<file path="src/rtl/cpu_pkg.sv">
// Constants shared by the fetch stage and the decode control unit.
// Covers the instruction field positions, the op encodings and the NOP word.
package cpu_pkg;
    localparam int XLEN     = 32;
    localparam int OP_HI    = 27;
    localparam int OP_LO    = 26;
    localparam int FUNCT_HI = 25;
    localparam int FUNCT_LO = 20;

    localparam logic [XLEN-1:0] NOP_INSTR_DEFAULT = 32'hE1A0_0000;

    typedef enum logic [1:0] {
        OP_DP  = 2'b00,
        OP_MEM = 2'b01
    } op_e;

    // Branch targets are forced onto a word boundary.
    function automatic logic [XLEN-1:0] align_word(input logic [XLEN-1:0] a);
        return a & ~XLEN'(3);
    endfunction
endpackage

</file>
<file path="src/rtl/fetch_unit_if.sv">
// Instruction memory port: address and enable out, read data one cycle later.
interface fetch_unit_if;
    import cpu_pkg::*;
    logic [XLEN-1:0] imem_addr;
    logic            imem_en;
    logic [XLEN-1:0] imem_rdata;

    modport master (output imem_addr, output imem_en, input imem_rdata);
    modport slave  (input imem_addr, input imem_en, output imem_rdata);
endinterface

</file>
<file path="src/rtl/fetch_unit_pc_reg.sv">
// Fetch PC register: reset, then redirect (overrides stall), then stall, then +4.
module pc_reg
    import cpu_pkg::*;
#(
    parameter logic [XLEN-1:0] RESET_PC = '0
) (
    input  logic            clk,
    input  logic            rst,
    input  logic            redirect,
    input  logic [XLEN-1:0] target,
    input  logic            stall,
    output logic [XLEN-1:0] pc_q
);
    logic [XLEN-1:0] pc_d;

    always_comb begin
        pc_d = pc_q + XLEN'(4);
        if (redirect)
            pc_d = align_word(target);
        else if (stall)
            pc_d = pc_q;
    end

    always_ff @(posedge clk) begin
        if (rst)
            pc_q <= RESET_PC;
        else
            pc_q <= pc_d;
    end
endmodule

</file>
<file path="src/rtl/fetch_unit.sv">
// Instruction fetch stage: owns the PC, drives the synchronous imem and presents
// the fetched word with its PC to decode, handling stall, flush and redirect.
module fetch_unit
    import cpu_pkg::*;
#(
    parameter logic [XLEN-1:0] RESET_PC  = 32'h0000_0000,
    parameter logic [XLEN-1:0] NOP_INSTR = NOP_INSTR_DEFAULT
) (
    input  logic            clk,
    input  logic            rst,
    input  logic            stall_f,
    input  logic            stall_d,
    input  logic            flush_d,
    input  logic            pc_src_e,
    input  logic [XLEN-1:0] branch_target_e,
    fetch_unit_if.master    imem,
    output logic [XLEN-1:0] instr_d,
    output logic [1:0]      op_d,
    output logic [5:0]      funct_d,
    output logic [XLEN-1:0] pc_d,
    output logic [XLEN-1:0] pc_plus8_d,
    output logic            valid_d
);
    logic            stall_f_eff;
    logic [XLEN-1:0] pc_f;

    logic            rsp_valid_q, rsp_valid_d;
    logic [XLEN-1:0] rsp_pc_q, rsp_pc_d;
    logic            hold_sel_q, hold_sel_d;
    logic [XLEN-1:0] hold_q, hold_d;

    // A decode stall must also freeze fetch, or the in-flight word is lost.
    assign stall_f_eff = stall_f | stall_d;

    pc_reg #(.RESET_PC(RESET_PC)) u_pc_reg (
        .clk      (clk),
        .rst      (rst),
        .redirect (pc_src_e),
        .target   (branch_target_e),
        .stall    (stall_f_eff),
        .pc_q     (pc_f)
    );

    assign imem.imem_addr = pc_f;
    assign imem.imem_en   = !rst && !stall_f_eff;

    always_comb begin
        rsp_valid_d = rsp_valid_q;
        rsp_pc_d    = rsp_pc_q;
        hold_sel_d  = hold_sel_q;
        hold_d      = hold_q;

        // Anything fetched while a flush or redirect is in flight is wrong-path.
        if (flush_d || pc_src_e) begin
            rsp_valid_d = 1'b0;
        end else if (!stall_d) begin
            rsp_valid_d = imem.imem_en;
            rsp_pc_d    = pc_f;
        end

        // The memory output only holds for one cycle after the read, so the
        // first stalled cycle snapshots it and later stalled cycles replay it.
        if (flush_d) begin
            hold_sel_d = 1'b0;
        end else if (stall_d) begin
            if (!hold_sel_q) begin
                hold_d     = imem.imem_rdata;
                hold_sel_d = 1'b1;
            end
        end else begin
            hold_sel_d = 1'b0;
        end
    end

    always_ff @(posedge clk) begin
        if (rst) begin
            rsp_valid_q <= 1'b0;
            rsp_pc_q    <= '0;
            hold_sel_q  <= 1'b0;
            hold_q      <= '0;
        end else begin
            rsp_valid_q <= rsp_valid_d;
            rsp_pc_q    <= rsp_pc_d;
            hold_sel_q  <= hold_sel_d;
            hold_q      <= hold_d;
        end
    end

    assign instr_d    = !rsp_valid_q ? NOP_INSTR : (hold_sel_q ? hold_q : imem.imem_rdata);
    assign op_d       = instr_d[OP_HI:OP_LO];
    assign funct_d    = instr_d[FUNCT_HI:FUNCT_LO];
    assign valid_d    = rsp_valid_q;
    assign pc_d       = rsp_pc_q;
    assign pc_plus8_d = rsp_pc_q + XLEN'(8);
endmodule

</file>
<file path="src/flat_wrapper.sv">
// flat-port wrapper written by rule: the top's interface ports become plain ports
module fetch_unit_flat import cpu_pkg::*;
#(
    parameter logic [XLEN-1:0] RESET_PC  = 32'h0000_0000,
    parameter logic [XLEN-1:0] NOP_INSTR = NOP_INSTR_DEFAULT
)
  (clk, rst, stall_f, stall_d, flush_d, pc_src_e, branch_target_e, instr_d, op_d, funct_d, pc_d, pc_plus8_d, valid_d, imem_imem_addr, imem_imem_en, imem_imem_rdata);
  fetch_unit_if imem_i ();
  input  logic clk;
  input  logic rst;
  input  logic stall_f;
  input  logic stall_d;
  input  logic flush_d;
  input  logic pc_src_e;
  input  logic [XLEN-1:0] branch_target_e;
  output logic [XLEN-1:0] instr_d;
  output logic [1:0] op_d;
  output logic [5:0] funct_d;
  output logic [XLEN-1:0] pc_d;
  output logic [XLEN-1:0] pc_plus8_d;
  output logic valid_d;
  output wire logic [$bits(imem_i.imem_addr)-1:0] imem_imem_addr;
  output wire logic [$bits(imem_i.imem_en)-1:0] imem_imem_en;
  input wire logic [$bits(imem_i.imem_rdata)-1:0] imem_imem_rdata;
  assign imem_imem_addr = imem_i.imem_addr;
  assign imem_imem_en = imem_i.imem_en;
  assign imem_i.imem_rdata = imem_imem_rdata;
  fetch_unit #(.RESET_PC(RESET_PC), .NOP_INSTR(NOP_INSTR)) u_core (.clk(clk), .rst(rst), .stall_f(stall_f), .stall_d(stall_d), .flush_d(flush_d), .pc_src_e(pc_src_e), .branch_target_e(branch_target_e), .imem(imem_i), .instr_d(instr_d), .op_d(op_d), .funct_d(funct_d), .pc_d(pc_d), .pc_plus8_d(pc_plus8_d), .valid_d(valid_d));
endmodule
</file>
<file path="config.mk">
export PLATFORM = sky130hd
export DESIGN_NAME = fetch_unit_flat
export DESIGN_NICKNAME = d
export VERILOG_FILES = /design/src/rtl/cpu_pkg.sv /design/src/rtl/fetch_unit_if.sv /design/src/rtl/fetch_unit_pc_reg.sv /design/src/rtl/fetch_unit.sv /design/src/flat_wrapper.sv
export SDC_FILE = /design/constraint.sdc
export NUM_CORES = 1
export LEC_CHECK = 0
export CAP_MARGIN = 20
export CORE_ASPECT_RATIO = 1.25
export CORE_MARGIN = 5
export CORE_UTILIZATION = 40
export CTS_CLUSTER_SIZE = 28
export DETAILED_ROUTE_END_ITERATION = 10
export PLACE_DENSITY = 0.76
export SLEW_MARGIN = 20
export SYNTH_ARGS = -nofsm -noshare
export SYNTH_HDL_FRONTEND = slang
export SYNTH_HIERARCHICAL = 1
export SYNTH_SLANG_ARGS = --single-unit
</file>
<file path="constraint.sdc">
create_clock -name clk -period 2.3 [get_ports clk]
set_input_delay 0.575 -clock clk [delete_from_list [all_inputs] [get_ports clk]]
set_output_delay 0.575 -clock clk [all_outputs]
set_load 0.03 [all_outputs]
</file>
==> flow_summary.ini, run 1 <==
[run_status]
outcome = complete, but fails checks
violations = negative setup slack

[routing]
via_count = 5727
drc = 0
wl_per_cell_um = 17.14
wl_met2_um = 9793
wl_um = 18630
final_antenna_net_count = 0
drt-initial-drc-count = 281
wl_met1_um = 7695
vias_per_cell = 5.269
drtPass1Iterations = 6
met3WireLength_um = 897
top_layer_used = met4

[min_path]
min_path_cells = 2
min_from = u_core/hold_q[15]
holdPathEnd = u_core/hold_q[15]
min_path_type = reg2reg

[critical_path]
reg2reg_to = u_core/u_pc_reg/pc_q[28]
critical_path_arrival_ns = 1.96
r2r_start = u_core/u_pc_reg/pc_q[6]
crit_type = reg2out
critPathCaptureType = output pin
start_kind = register
reg2reg_depth = 4
rrSetupSlack_ns = 0.24
worst-path-max-fanout = 5
critPathRequiredTime_ns = 1.73

[die]
coreArea_um2 = 12720
start_util = 0.4104
io_pins = 208
dieArea_um2 = 15450
die_y_um = 137.7
row_count = 46
dieWidth_um = 112.2

[synthesis]
syn_inst = 669
syn_area_per_cell_um2 = 7.803
ys_warn_count = 6
synthSimpleGateAreaFrac = 0.3123
ys.flop_type = dfxtp_1
synth_top_area_share = 0.3682
async_flop_share = 0
synth_cell_types = 46
synth_xor_xnor_area_share = 0.06208
synth_fa_ha_area_frac = 0.004794
synth.area.top_cells = dfxtp_1, nand2_1, a21oi_1
synth-edff-count = 0
yosys_register_bits = 96
netlist_area_um2 = 5220
yosysSeqAreaShare = 0.3682
muxShareOfSynthArea = 0.06328
synth_top_family_by_area = simple AND/OR/NAND/NOR gates
synth_top_area_cell = dfxtp_1
synth_compound_area_frac = 0.1297

[place]
dp_slack_ns = -0.6814
port_buffers = 203
numPlacedInstances = 1056
place.detailed.hpwl_um = 13730
place_congestion = 0.8954

[clock_network]
clk_latency_ns = 0.34
clk_pin_slew_ns = 0.07
cts_made_buffers = 9
cts_max_path_buffers = 2
h-tree-depth = 3
cts_tree = yes
cts.sinks = 96
ctsHoldBuffers = 0
root_buffer = clkbuf_16

[sta]
fin_ws_ns = -0.2305
slew_viol_final = 0
fin_crit_ns = 2.531
post-route-period-util = 1.100
hold_violations = 0
whs_ns = 0.4553
rsz0062_at_grt = true
fmax_ghz = 0.3952
fin_setup_tns_ns = -2.209
clock_skew_ns = 0.007768
setup_viol = 14

[grt]
grt_overflow = 0
globalRouteTotalUtil = 0.2258
antenna_found_initial = 0
grt_pass1_wl_um = 28490
grt_start_max_net_pins = 34
grt_pass1_vias = 5591

[run]
drv_cap = 0

[power_and_ir_drop]
leakagePower_uw = 0.003391
powerDensity_nw_per_um2 = 468.6
ir_worst_vdd_uv = 301.1

[final_layout]
final_cell_mix = nand2_1, clkdlybuf4s50_1, buf_4
fin_util = 0.6786
final_common_cell = nand2_1
n_fill_cell = 974
syn_to_final_growth_pct = 65.36
fin_cells = 1087
drive_gt1_frac = 0.2601
diodes = 0
nets = 986
per-layer routing:
| layer | up-vias | track usage |
|---|---|---|
| li1 | 2803 | - |
| met2 | 186 | 0.4155 |
| met3 | 20 | 0.04042 |
| met5 | - | 0 |
| met1 | 2718 | 0.2737 |
| met4 | 0 | 0.05210 |
cells in the mapped netlist, types with 12 or more instances:
cell	count
mux2i_1	33
nor2_1	33
xnor2_1	26
nand4_1	16
nor2b_1	29
nand3_1	15
nand2_1	157
a21oi_1	69
dfxtp_1	96
inv_1	13
buf_4	13
clkbuf_1	29
and4_1	12
a211oi_1	12
layout make-up:
type                    count  area (um2)  share of cell area
flip-flops and latches     96        1958              0.2268
inverters                  13       48.80            0.005653
multi-input cells         507        3408              0.3948
well taps                 168       210.2             0.02435
repair buffers            287        2723              0.3154
clock inverters             5       41.29            0.004783
clock buffers              11       242.7             0.02812
how the worst max path moves through the flow:
stage               depth (start not counted)             from                  endpoint
detailed placement                          7          stall_d  u_core/u_pc_reg/pc_q[27]
global placement                            6          stall_d  u_core/u_pc_reg/pc_q[26]
global route                                7   u_core/pc_d[4]            pc_plus8_d[27]
finish                                      6  u_core/pc_d[11]            pc_plus8_d[30]
floorplan                                   6          stall_d  u_core/u_pc_reg/pc_q[26]
CTS                                         6  u_core/pc_d[14]            pc_plus8_d[30]
sequential cells by signal, summed over array words and instances (netlist names):
name,count
u_core/hold_sel_q,1
u_core/hold_q,32
u_core/pc_d,32
u_core/u_pc_reg/pc_q,30
u_core/valid_d,1
what timing repair did:
item                                    CTS  global route
pin swaps                                16            21
setup buffers                             6             9
gates resized for setup                  37            40
endpoints found under the setup margin   32            29
kinds of logic after synthesis:
logic type      count (synthesis)
buf+inv                        67
simple gates                  321
mux                            33
fa+ha+maj                       2
flops                          96
compound gates                112
xor+xnor                       37
other cells                     1
critical path, stage by stage, from the launching register on:
cell	delay (ns)
dfxtp_2	0.36
nand4_4	0.16
nor4_4	0.30
buf_4	0.20
nand4_1	0.23
xnor2_4	0.21
buf_6	0.15
through the flow:
step                      power, uW  instance area, um2
after floorplan                2234                5435
after global placement         2617                7931
after detailed placement       2631                7931
after CTS                      4077                8387
after global routing           4208                8632
final                          4045                8632
power by group:
part	leakage [uW]	total [uW]	switching (uW)	internal, uW
Combinational	0.00246	799	427	372
Clock	0.000132	1440	664	771
Sequential	0.000796	1810	78.9	1730
Total	0.00339	4040	1170	2870
No activity file was read; power rests on OpenSTA's default activity.
==> inputs of run 2 (changes only) <==
--- a/config.mk
+++ b/config.mk
@@ -6,7 +6,6 @@
 export NUM_CORES = 1
 export LEC_CHECK = 0
 export CAP_MARGIN = 20
-export CORE_ASPECT_RATIO = 1.25
 export CORE_MARGIN = 5
 export CORE_UTILIZATION = 40
 export CTS_CLUSTER_SIZE = 28
==> run 2 against run 1 <==
  * The run still ends with negative setup slack left
  * Cell count is 0.64% lower
  * Fmax fell by 0.11%
  * Sequential power barely moved
  * Clock skew decreased by 0.0030 ns
  * Utilization down 0.54 points
  * Count of clock-buffer cells in the layout is the same
  * Final area fell by 0.78%
  * First-iteration DRC count grew 14%
  * Non-clock buffer count fell by 11
  * Setup slack got worse by 0.0027 ns
  * Critical endpoint is now pc_plus8_d[29]
  * Largest cell class unchanged
  * Highest routed layer unchanged
==> flow_summary.ini, run 2 (synthesized netlist as in run 1, its figures left out) <==
[routing]
drt-initial-drc-count = 319
final_antenna_net_count = 0
vias_per_cell = 5.242
drc = 0
via_count = 5661
drtPass1Iterations = 5
wl_per_cell_um = 16.84
wl_um = 18190

[run_status]
violations = negative setup slack
outcome = complete, but fails checks

[critical_path]
worst-path-max-fanout = 6
r2r_start = u_core/u_pc_reg/pc_q[12]
start_kind = register
rrSetupSlack_ns = 0.19
reg2reg_depth = 4
critPathRequiredTime_ns = 1.73
startpoint = u_core/pc_d[3]
reg2reg_to = u_core/u_pc_reg/pc_q[28]
crit_slowest_cell = dfxtp_4
path_cells = ha_4, nand4_4, nor4_4, buf_4, buf_8, nand3_4, xnor2_2, buf_6
crit_type = reg2out
critical_path_arrival_ns = 1.96
setup.worst_path.end = pc_plus8_d[29]
critPathCaptureType = output pin
crit_path_max_incr_delay_ns = 0.37

[die]
io_pins = 208
dieWidth_um = 124.2
coreArea_um2 = 12720
row_count = 41
start_util = 0.4103
dieArea_um2 = 15430
die_y_um = 124.2

[grt]
grt_start_max_net_pins = 99
grt_overflow = 0
grt_pass1_wl_um = 29680
antenna_found_initial = 0
globalRouteTotalUtil = 0.2271
grt_pass1_vias = 5726

[clock_network]
clk_pin_slew_ns = 0.07
ctsHoldBuffers = 0
h-tree-depth = 3
cts_made_buffers = 9
cts_max_path_buffers = 2
root_buffer = clkbuf_16
cts.sinks = 96
cts_tree = yes
clk_latency_ns = 0.33

[sta]
hold_violations = 0
fin_crit_ns = 2.533
setup_viol = 19
rsz0062_at_grt = true
relSlewSlack = 0.6590
fin_ws_ns = -0.2333
post-route-period-util = 1.101
worst_slew_pin_slew_ns = 0.5068
clock_skew_ns = 0.004725
fmax_ghz = 0.3947
slew_viol_final = 0

[final_layout]
final_cell_mix = nand2_1, clkdlybuf4s50_1, buf_4
drive_gt1_frac = 0.2511
n_fill_cell = 1034
final_common_cell = nand2_1
syn_to_final_growth_pct = 64.07
fin_area_um2 = 8564
nets = 975
diodes = 0

[place]
placed_cell_area_um2 = 7849
port_buffers = 203
place.detailed.hpwl_um = 13170
place_congestion = 0.9149

[min_path]
min_path_type = reg2reg

[power_and_ir_drop]
total_power_uw = 4154
leakagePower_uw = 0.003333
ir_worst_vdd_uv = 444.8
powerDensity_nw_per_um2 = 485.1

[run]
drv_cap = 0
-- run 2: worst min-delay path by stage --
stage / from / end / slack [ns] / depth (start not counted)
after floorplan: u_core/hold_q[0] / u_core/hold_q[0] / 0.44 / 2
after global placement: u_core/hold_q[26] / u_core/hold_q[26] / 0.44 / 2
after detailed placement: u_core/hold_q[21] / u_core/hold_q[21] / 0.45 / 2
after CTS: u_core/hold_q[21] / u_core/hold_q[21] / 0.46 / 2
after global routing: u_core/hold_q[12] / u_core/hold_q[12] / 0.48 / 2
final: u_core/hold_q[17] / u_core/hold_q[17] / 0.45 / 2
-- run 2: layout make-up --
class                      count  area (um2)  area share
tap                          172       215.2     0.02513
multi-input combinational    507        3406      0.3977
timing repair buffer         276        2621      0.3061
clock buffer                  11       252.7     0.02951
inverter                      13       48.80    0.005698
sequential                    96        1958      0.2286
clock inverter                 5       62.56    0.007305
-- run 2: what timing repair did --
| item | in CTS | in global routing |
|---|---|---|
| pin swaps | 23 | 17 |
| gates resized for setup | 68 | 12 |
| buffers inserted | 9 | 3 |
| endpoints found under the setup margin | 32 | 25 |
-- run 2: routing by layer --
metal	vias up	GRT usage	share of wire
met1	2615	0.2898	0.43
met3	35	0.03945	0.058
met2	230	0.3849	0.49
met4	0	0.08124	0.023
met5	-	0	0
li1	2781	-	-
-- run 2: through the flow --
step	cells	utilization	setup slack [ns]	TNS [ns]	hold WS, ns
2_1_floorplan	670	-	-0.1343	-0.3349	0.4360
3_3_place_gp	1052	0.6169	-0.4550	-4.262	0.4423
3_5_place_dp	1052	0.6169	-0.5904	-5.413	0.4479
4_1_cts	1077	0.6668	-0.2149	-2.424	0.4570
5_1_grt	1080	0.6732	-0.2911	-4.302	0.4773
6_report	1080	0.6732	-0.2333	-2.714	0.4540
-- run 2: worst max-delay path: cells and delay by family, from the launching register on --
family,cells,cell delay (ns)
xor+xnor,1,0.18
fa+ha+maj,1,0.14
buf+inv,3,0.48
flops,1,0.37
simple gates,3,0.45
-- run 2: report_power, final --
group          switching (uW)  internal [uW]
clock network             644            910
registers                81.5           1730
logic                     423            364
total                    1150           3010
